<file path="config.mk">
export PLATFORM = sky130hd
export DESIGN_NAME = buf_mode_arb
export DESIGN_NICKNAME = d
export VERILOG_FILES = /design/src/rtl/buf_mode_arb.sv
export SDC_FILE = /design/constraint.sdc
export NUM_CORES = 1
export LEC_CHECK = 0
export CAP_MARGIN = 25
export CORE_MARGIN = 5
export CORE_UTILIZATION = 40
export DETAILED_ROUTE_END_ITERATION = 7
export PLACE_DENSITY = 0.7
export SLEW_MARGIN = 20
export SYNTH_ARGS = -nofsm -noshare
export SYNTH_HDL_FRONTEND = slang
export SYNTH_SLANG_ARGS = --single-unit
</file>
<file path="constraint.sdc">
create_clock -name wb_clk_i -period 5.21 [get_ports wb_clk_i]
set_input_delay 1.042 -clock wb_clk_i [delete_from_list [all_inputs] [get_ports wb_clk_i]]
set_output_delay 1.042 -clock wb_clk_i [all_outputs]
set_load 0.005 [all_outputs]
</file>
<file path="src/rtl/buf_mode_arb.sv">
// Buffer-mode arbiter: grants a shared buffer to bus, DMA or Ethernet through a
// one-cycle GUARD state so the address mux settles before any grant is raised.
module buf_mode_arb #(
  parameter logic [15:0] TMO = 16'd1024
) (
  input  logic       wb_clk_i,
  input  logic       rst_n_i,
  input  logic       bus_req_i,
  input  logic       dma_req_i,
  input  logic       eth_req_i,
  input  logic       ovr_clr_i,
  output logic       bus_gnt_o,
  output logic       dma_gnt_o,
  output logic       eth_gnt_o,
  output logic [1:0] adr_mode_o,
  output logic       busy_o,
  output logic       eth_ovr_o
);

  localparam logic [2:0] S_IDLE    = 3'd0;
  localparam logic [2:0] S_GUARD   = 3'd1;
  localparam logic [2:0] S_OWN_BUS = 3'd2;
  localparam logic [2:0] S_OWN_DMA = 3'd3;
  localparam logic [2:0] S_OWN_ETH = 3'd4;

  localparam logic [1:0] M_BUS = 2'b00;
  localparam logic [1:0] M_DMA = 2'b01;
  localparam logic [1:0] M_ETH = 2'b10;

  logic [2:0]  state_q, state_d;
  logic [1:0]  tgt_q, tgt_d;
  logic [1:0]  adr_q, adr_d;
  logic [15:0] wait_q, wait_d;
  logic        ovr_q, ovr_d;
  logic        ovr_set;

  always_comb begin
    state_d = state_q;
    tgt_d   = tgt_q;
    adr_d   = adr_q;
    case (state_q)
      S_IDLE: begin
        if (eth_req_i || dma_req_i || bus_req_i) begin
          state_d = S_GUARD;
          if (eth_req_i)      tgt_d = M_ETH;
          else if (dma_req_i) tgt_d = M_DMA;
          else                tgt_d = M_BUS;
          adr_d = tgt_d;
        end
      end
      S_GUARD: begin
        // Ownership is entered even if the target request dropped meanwhile.
        case (tgt_q)
          M_BUS:   state_d = S_OWN_BUS;
          M_DMA:   state_d = S_OWN_DMA;
          default: state_d = S_OWN_ETH;
        endcase
      end
      S_OWN_BUS: if (!bus_req_i) state_d = S_IDLE;
      S_OWN_DMA: if (!dma_req_i) state_d = S_IDLE;
      S_OWN_ETH: if (!eth_req_i) state_d = S_IDLE;
      default:   state_d = S_IDLE;
    endcase
  end

  always_comb begin
    wait_d  = '0;
    ovr_set = 1'b0;
    if (eth_req_i && !eth_gnt_o) begin
      if (wait_q != TMO) wait_d = wait_q + 16'd1;
      else               wait_d = wait_q;
      // Flag only on the edge the count arrives at TMO, so a clear while still
      // saturated is honoured.
      ovr_set = (wait_q != TMO) && (wait_q + 16'd1 == TMO);
    end
    ovr_d = ovr_set | (ovr_q & ~ovr_clr_i);
  end

  always_ff @(posedge wb_clk_i or negedge rst_n_i) begin
    if (!rst_n_i) begin
      state_q <= S_IDLE;
      tgt_q   <= M_BUS;
      adr_q   <= M_BUS;
      wait_q  <= '0;
      ovr_q   <= 1'b0;
    end else begin
      state_q <= state_d;
      tgt_q   <= tgt_d;
      adr_q   <= adr_d;
      wait_q  <= wait_d;
      ovr_q   <= ovr_d;
    end
  end

  assign bus_gnt_o  = (state_q == S_OWN_BUS);
  assign dma_gnt_o  = (state_q == S_OWN_DMA);
  assign eth_gnt_o  = (state_q == S_OWN_ETH);
  assign busy_o     = (state_q != S_IDLE);
  assign adr_mode_o = adr_q;
  assign eth_ovr_o  = ovr_q;

endmodule
</file>
==> summary.md, run 1 <==
| Metric | Value |
|---|---|
| Postcts setup bufs | 0 |
| Worst Setup End Kind | output port |
| Largest cells by area after synthesis | dfrtp_1, nor2_1, xnor2_1, xor2_1, nor3_1 |
| CTS tree | built |
| Avg WL per Cell | about 13 µm |
| Peak per-stage delay on the critical path | 0.49 ns |
| Setup CP Type | flip-flop to output port |
| Num CTS Buffers | 3 |
| CP Data Arrival Time | 1.80 ns |
| Die area | 0.00463 mm² |
| Final Setup Violations | 0 |
| Core box area | 0.00331 mm² |
| Async set-reset flop share out of synthesis | 100% |
| Tot GR Track Use | 13.6% |
| Gpl congestion | between 0.8 and 0.9 |
| Top Ports | 13 |
| Number of global-route vias before repair | 1,078 |
| Via density | between 5 and 6 |
| Placed Cells | between 150 and 200 |
| Area share of the largest cell type after synthesis | around two fifths |
| Share of cells above drive strength 1 | 7.01% |
| Status | finished, final reports clean |
| Setup TNS | 0 ns |
| Peak supply drop | 0.259 mV |
| Antenna-violating nets left | 0 |
| Cells after Synth | 150 |
| CP Launch Type | flip-flop |
| Ant. Diodes | 0 |
| Clock Skew | approximately 0.013 ns |
| Cell area after synthesis | about 0.0013 mm² |
| Clock share of power | between 20% and 30% |
| Int Power | 348 µW |
| MaxCap Viol Count | 0 |
| Met3 wire len | 99 µm |
| Largest net degree at the start of global routing | 23 |
| Final Max Tran Viols | 0 |
| CTS Sinks | 22 |
| Met1 Wirelength | 1300 µm |
| Reg clk slew, reported paths | between 0.1 and 0.15 ns |
| Critical path's top delay family | buffers and inverters |
| Part of the power in combinational logic | 27.3% |
| First-pass detailed-route iteration total | 4 |
| HP Class | flip-flop to flip-flop |
| Seq cells post-synth | 22 |
| Final nets | between 150 and 200 |
| Initial antenna violation count | 0 |
| Synthesized net count | ~160 |
| Worst slew pin tran | 0.615 ns |
| Routed wire length | ~2600 µm |
| Flop pwr share | a little under half |
| DR iter-0 viols | 53 |
| Fin cells | slightly above 200 |
| Worst EP required | approximately 4.2 ns |
| Die Y-Extent | roughly 68 µm |
| Hpwl dp | between 1500 and 2000 µm |
| Top post-synthesis cells by count | nor2_1, dfrtp_1, nor3_1, xnor2_1 |
| Register area share after synthesis | about two fifths |
| CP Cell Sequence | nor3_1, inv_1, clkdlybuf4s50_1 |
| Hold buffer count at CTS | 0 |
| Most common cell in the netlist | nor2_1 |
| Via Count | 1,092 |
| DRC | 0 |
| # resized after CTS | 0 |
| Ys flop type | dfrtp_1 |
| Die width | 68.1 µm |
| Dominant cell type by area after synthesis | dfrtp_1 |
| Top layer in use | met4 |
| Tcrit/Tclk final | between 50% and 60% |
| Root buf cell | clkbuf_4 |
| Clock Path Buffers | 2 |
| F_max | ~350 MHz |
| Yosys Warn Count | 0 |
| Row cnt | 21 |
| Grt total ovfl | 0 |
| Slew Limit Headroom | ~58% |
| First-pass GRT wire length | 4860 µm |
| Final Power | 503 µW |
| Crit-path max FO | 9 |
| PD cells | 331 mW/mm² |
| Syn_area_per_cell | 8.99 µm² |
| Layout Area Growth over Synthesis | 12.7% |
| Min Tclk post-route | around 2.8 ns |
| Final hold vios | 0 |
| Pleak | 0.000596 µW |
| Starting Density | 40.7% |
| Critical Path Slowest Stage Cell | dfrtp_1 |
| Post-synth cell types | 40 |
| Crit path buffers/inverters | 2 |
| Net Sw Power | approximately 160 µW |
| Sw Ratio | a little under a third |
| Input/output buffers | 12 |
| Clk_lat worst skew | between 0.3 and 0.4 ns |
| WL met2 | between 1000 and 1500 µm |
| # H-tree levels | 1 |
| RSZ-0062 raised after global routing | no |
| Number of synthesized flops with an enable pin | 0 |
state kept, by name (all words and copies together), names as in the netlist:
| register | count |
|---|---|
| wait_q | 16 |
| state_q | 3 |
| adr_mode_o | 2 |
| eth_ovr_o | 1 |
power by group through the flow:
stage / clock network (µW) / registers (µW) / logic (µW)
final: 134 / 232 / 137
after global routing: 145 / 237 / 156
after CTS: 137 / 231 / 141
after detailed placement: 0 / 234 / 140
after global placement: 0 / 233 / 137
after floorplan: 0 / 219 / 89.4
worst min-delay path, cell delays in order (launching register included):
cell and delay [ns]:
dfrtp_1 0.40, nand2_1 0.06, o21ai_0 0.07
per-stage QoR:
step           instance area (µm²)  hold slack (ns)  setup WS [ns]  util, %
2_1_floorplan                 1350            0.497           3.23        -
3_3_place_gp                  1470            0.529           2.76     44.5
3_5_place_dp                  1470            0.543           2.73     44.5
4_1_cts                       1530            0.577           2.35     46.1
5_1_grt                       1520            0.615           2.22     45.9
6_report                      1520            0.565           2.36     45.9
cell type report:
| type | instances | area (µm²) |
|---|---|---|
| Clock buffer | 3 | 22.5 |
| Clock inverter | 1 | 30.0 |
| Fill cell | 343 | 1790 |
| Inverter | 5 | 18.8 |
| Multi-Input combinational cell | 114 | 726 |
| Sequential cell | 22 | 551 |
| Tap cell | 46 | 57.6 |
| Timing Repair Buffer | 12 | 115 |
layer usage:
layer	GRT usage [%]	vias to the layer above
met2	20.7	21
met5	0	-
met1	19.1	529
met3	2.46	4
li1	-	538
met4	5.46	0
path summary, 6_finish.rpt:
kind | from | to | slack (ns) | cells after the start
worst max-delay path | state_q[1] | busy_o | 2.36 | 3
worst min-delay path | adr_mode_o[0] | adr_mode_o[0] | 0.56 | 2
worst max register to register | wait_q[0] | eth_ovr_o | 3.27 | 6
worst min register to register | adr_mode_o[0] | adr_mode_o[0] | 0.56 | 2
max in group asynchronous | rst_n_i | state_q[2] | 4.21 | 1
min in group asynchronous | rst_n_i | wait_q[7] | 0.66 | 1
layout by cell type (no fill, tap or decap), types with 4 or more instances in the layout:
| cell type | count |
|---|---|
| xor2_1 | 7 |
| nor3b_1 | 5 |
| o21ai_0 | 4 |
| nor3_1 | 9 |
| nor4_1 | 4 |
| nand2_1 | 7 |
| nand2b_1 | 4 |
| clkdlybuf4s50_1 | 11 |
| xnor2_1 | 9 |
| nor2_1 | 27 |
| nand3_1 | 5 |
| dfrtp_1 | 22 |
| nand4_1 | 4 |
| inv_1 | 5 |
cell families after synthesis:
| family | count (synthesis) | synth area share (%) |
|---|---|---|
| and+or+nand+nor | 76 | 30.2 |
| muxes | 2 | 1.58 |
| AOI/OAI and AO/OA | 18 | 9.74 |
| buffers and inverters | 14 | 5.38 |
| adders and majority gates | 2 | 1.85 |
| xor gates and xnor gates | 16 | 10.4 |
| DFF | 22 | 40.8 |
Note: power is estimated with default switching activity, not from simulation.
==> inputs of run 2 (changes only) <==
PLACE_DENSITY = 0.72   (was 0.7)
clock period = 2.59 ns   (was 5.21 ns; I/O delays follow)
==> run 2 against run 1 <==
  * Sequential power grew 100%
  * Final cell count is 0.49% higher
  * Critical path type unchanged
  * Largest power group unchanged
  * Flip-flop and latch count stayed put
==> summary.md, run 2 (synthesis gave the netlist of run 1 again) <==
| Metric | Value |
|---|---|
| First-pass GRT wire length | 4910 µm (was 4860 µm) |
| Final hold vios | 0 (unchanged) |
| Largest net degree at the start of global routing | 23 (unchanged) |
| DRC | 0 (unchanged) |
| Largest register FFs | 16 (unchanged) |
| Critical Path Slowest Stage Cell | dfrtp_1 (unchanged) |
| Number of global-route vias before repair | 1,113 (was 1,078) |
| CTS tree | built (unchanged) |
| Final Max Tran Viols | 0 (unchanged) |
| Setup CP Type | flip-flop to output port (unchanged) |
| Fin area | 0.00152 mm² (about the same) |
| Dpl cell area | 0.00148 mm² (was 0.00147 mm²) |
| Routed wire length | 2710 µm (was 2640 µm) |
| Worst slew pin tran | 0.541 ns (was 0.615 ns) |
| Final worst slack | 0.313 ns (was 2.36 ns) |
| Placement Setup Slack | 0.669 ns (was 2.73 ns) |
| Die area | 0.00463 mm² (unchanged) |
| HP Class | input port to asynchronous set/reset pin (was flip-flop to flip-flop) |
| Hpwl dp | 1960 µm (was 1940 µm) |
| Reg-to-Reg End | eth_ovr_o (unchanged) |
| # resized after CTS | 0 (unchanged) |
| Slew Limit Headroom | 63.0% (was 57.9%) |
| Core box area | 0.00331 mm² (unchanged) |
| Row cnt | 21 (unchanged) |
| Antenna-violating nets left | 0 (unchanged) |
| Ant. Diodes | 0 (unchanged) |
| Worst reg2reg path depth | 6 (unchanged) |
| Reg clk slew, reported paths | 0.13 ns (was 0.12 ns) |
| Die Y-Extent | 68.1 µm (unchanged) |
| CP Launch Point | state_q[1] (unchanged) |
| Avg WL per Cell | 13.3 µm (was 13.0 µm) |
| Share of cells above drive strength 1 | 6.96% (was 7.01%) |
| FF-to-FF setup slack | 0.68 ns (was 3.27 ns) |
| Starting Density | 40.7% (unchanged) |
| PD cells | 618 mW/mm² (was 331 mW/mm²) |
| Worst Setup End Kind | output port (unchanged) |
| Top Ports | 13 (unchanged) |
| Layout Area Growth over Synthesis | 12.4% (was 12.7%) |
| Root buf cell | clkbuf_4 (unchanged) |
| First-pass detailed-route iteration total | 4 (unchanged) |
| Postcts setup bufs | 0 (unchanged) |
| Peak per-stage delay on the critical path | 0.49 ns (about the same) |
| Initial antenna violation count | 0 (unchanged) |
| Clock Skew | 0.00920 ns (was 0.0135 ns) |
| Die width | 68.1 µm (unchanged) |
| CP Cell Sequence | nor3_1, inv_1, clkdlybuf4s50_1 (unchanged) |
| RSZ-0062 raised after global routing | no (unchanged) |
| Via density | 5.40 (was 5.38) |
| Clock Path Buffers | 2 (unchanged) |
| Via Count | 1,101 (was 1,092) |
| RR Startpoint | wait_q[0] (unchanged) |
| Crit-path max FO | 9 (unchanged) |
| Input/output buffers | 12 (unchanged) |
| Pleak | 0.000594 µW (was 0.000596 µW) |
| Worst EP required | 2.07 ns (was 4.17 ns) |
| Gpl congestion | 0.848 (was 0.825) |
| Tcrit/Tclk final | slightly below 90% |
| Final Setup Violations | 0 (unchanged) |
| Status | finished, final reports clean (unchanged) |
| Num CTS Buffers | 3 (unchanged) |
| Peak supply drop | 0.430 mV (was 0.259 mV) |
| Setup TNS | 0 ns (unchanged) |
| F_max | ~440 MHz |
| CTS Sinks | 22 (unchanged) |
| CP Launch Type | flip-flop (unchanged) |
| # H-tree levels | 1 (unchanged) |
| Min Tclk post-route | ~2.3 ns |
| Final Power | 938 µW (was 503 µW) |
| MaxCap Viol Count | 0 (unchanged) |
| Final nets | 167 (was 166) |
| CP Data Arrival Time | 1.76 ns (was 1.80 ns) |
| Tot GR Track Use | 13.9% (was 13.6%) |
| Largest Register | wait_q (unchanged) |
| Hold buffer count at CTS | 0 (unchanged) |
| Most frequent cells in the layout | nor2_1, dfrtp_1, clkdlybuf4s50_1 (unchanged) |
| Clk_lat worst skew | 0.31 ns (was 0.32 ns) |
| Commonest non-fill, non-tap cell in the layout | nor2_1 (unchanged) |
| Final Core Density | 45.8% (was 45.9%) |
| Grt total ovfl | 0 (unchanged) |
| DR iter-0 viols | 60 (was 53) |
## run 2: worst max-delay path by stage
stage / endpoint / cells after the start / slack [ns]
global route: busy_o / 3 / 0.22
detailed placement: wait_q[14] / 4 / 0.67
floorplan: eth_ovr_o / 6 / 0.91
CTS: busy_o / 3 / 0.30
finish: busy_o / 3 / 0.31
global placement: eth_ovr_o / 6 / 0.66
## run 2: per-layer routing
metal	global-route usage [%]	part of all wire, %
met1	18.7	49
met2	22.0	47
met3	2.46	4.1
met4	5.46	0.66
met5	0	0
## run 2: cell type report
type                       count  area [µm²]
clock buffer                   4        36.3
sequential                    22         551
timing repair buffer          13         128
fill                         341        1790
tap                           46        57.6
multi-input combinational    114         726
inverter                       5        18.8
## run 2: power by group
part | switching (µW) | internal, µW
Sequential | 76.7 | 389
Clock | 107 | 85.9
Combinational | 122 | 157
## run 2: through the flow
step / hold slack [ns] / cells
floorplan: 0.222 / 150
global placement: 0.531 / 200
detailed placement: 0.522 / 200
CTS: 0.552 / 204
global route: 0.553 / 204
finish: 0.546 / 204
## run 2: critical path, delay by kind of cell (launching register included)
kind                   cells  cell delay (ns)
buffers and inverters      2             0.60
flip-flops                 1             0.49
AND/OR/NAND/NOR            1             0.37
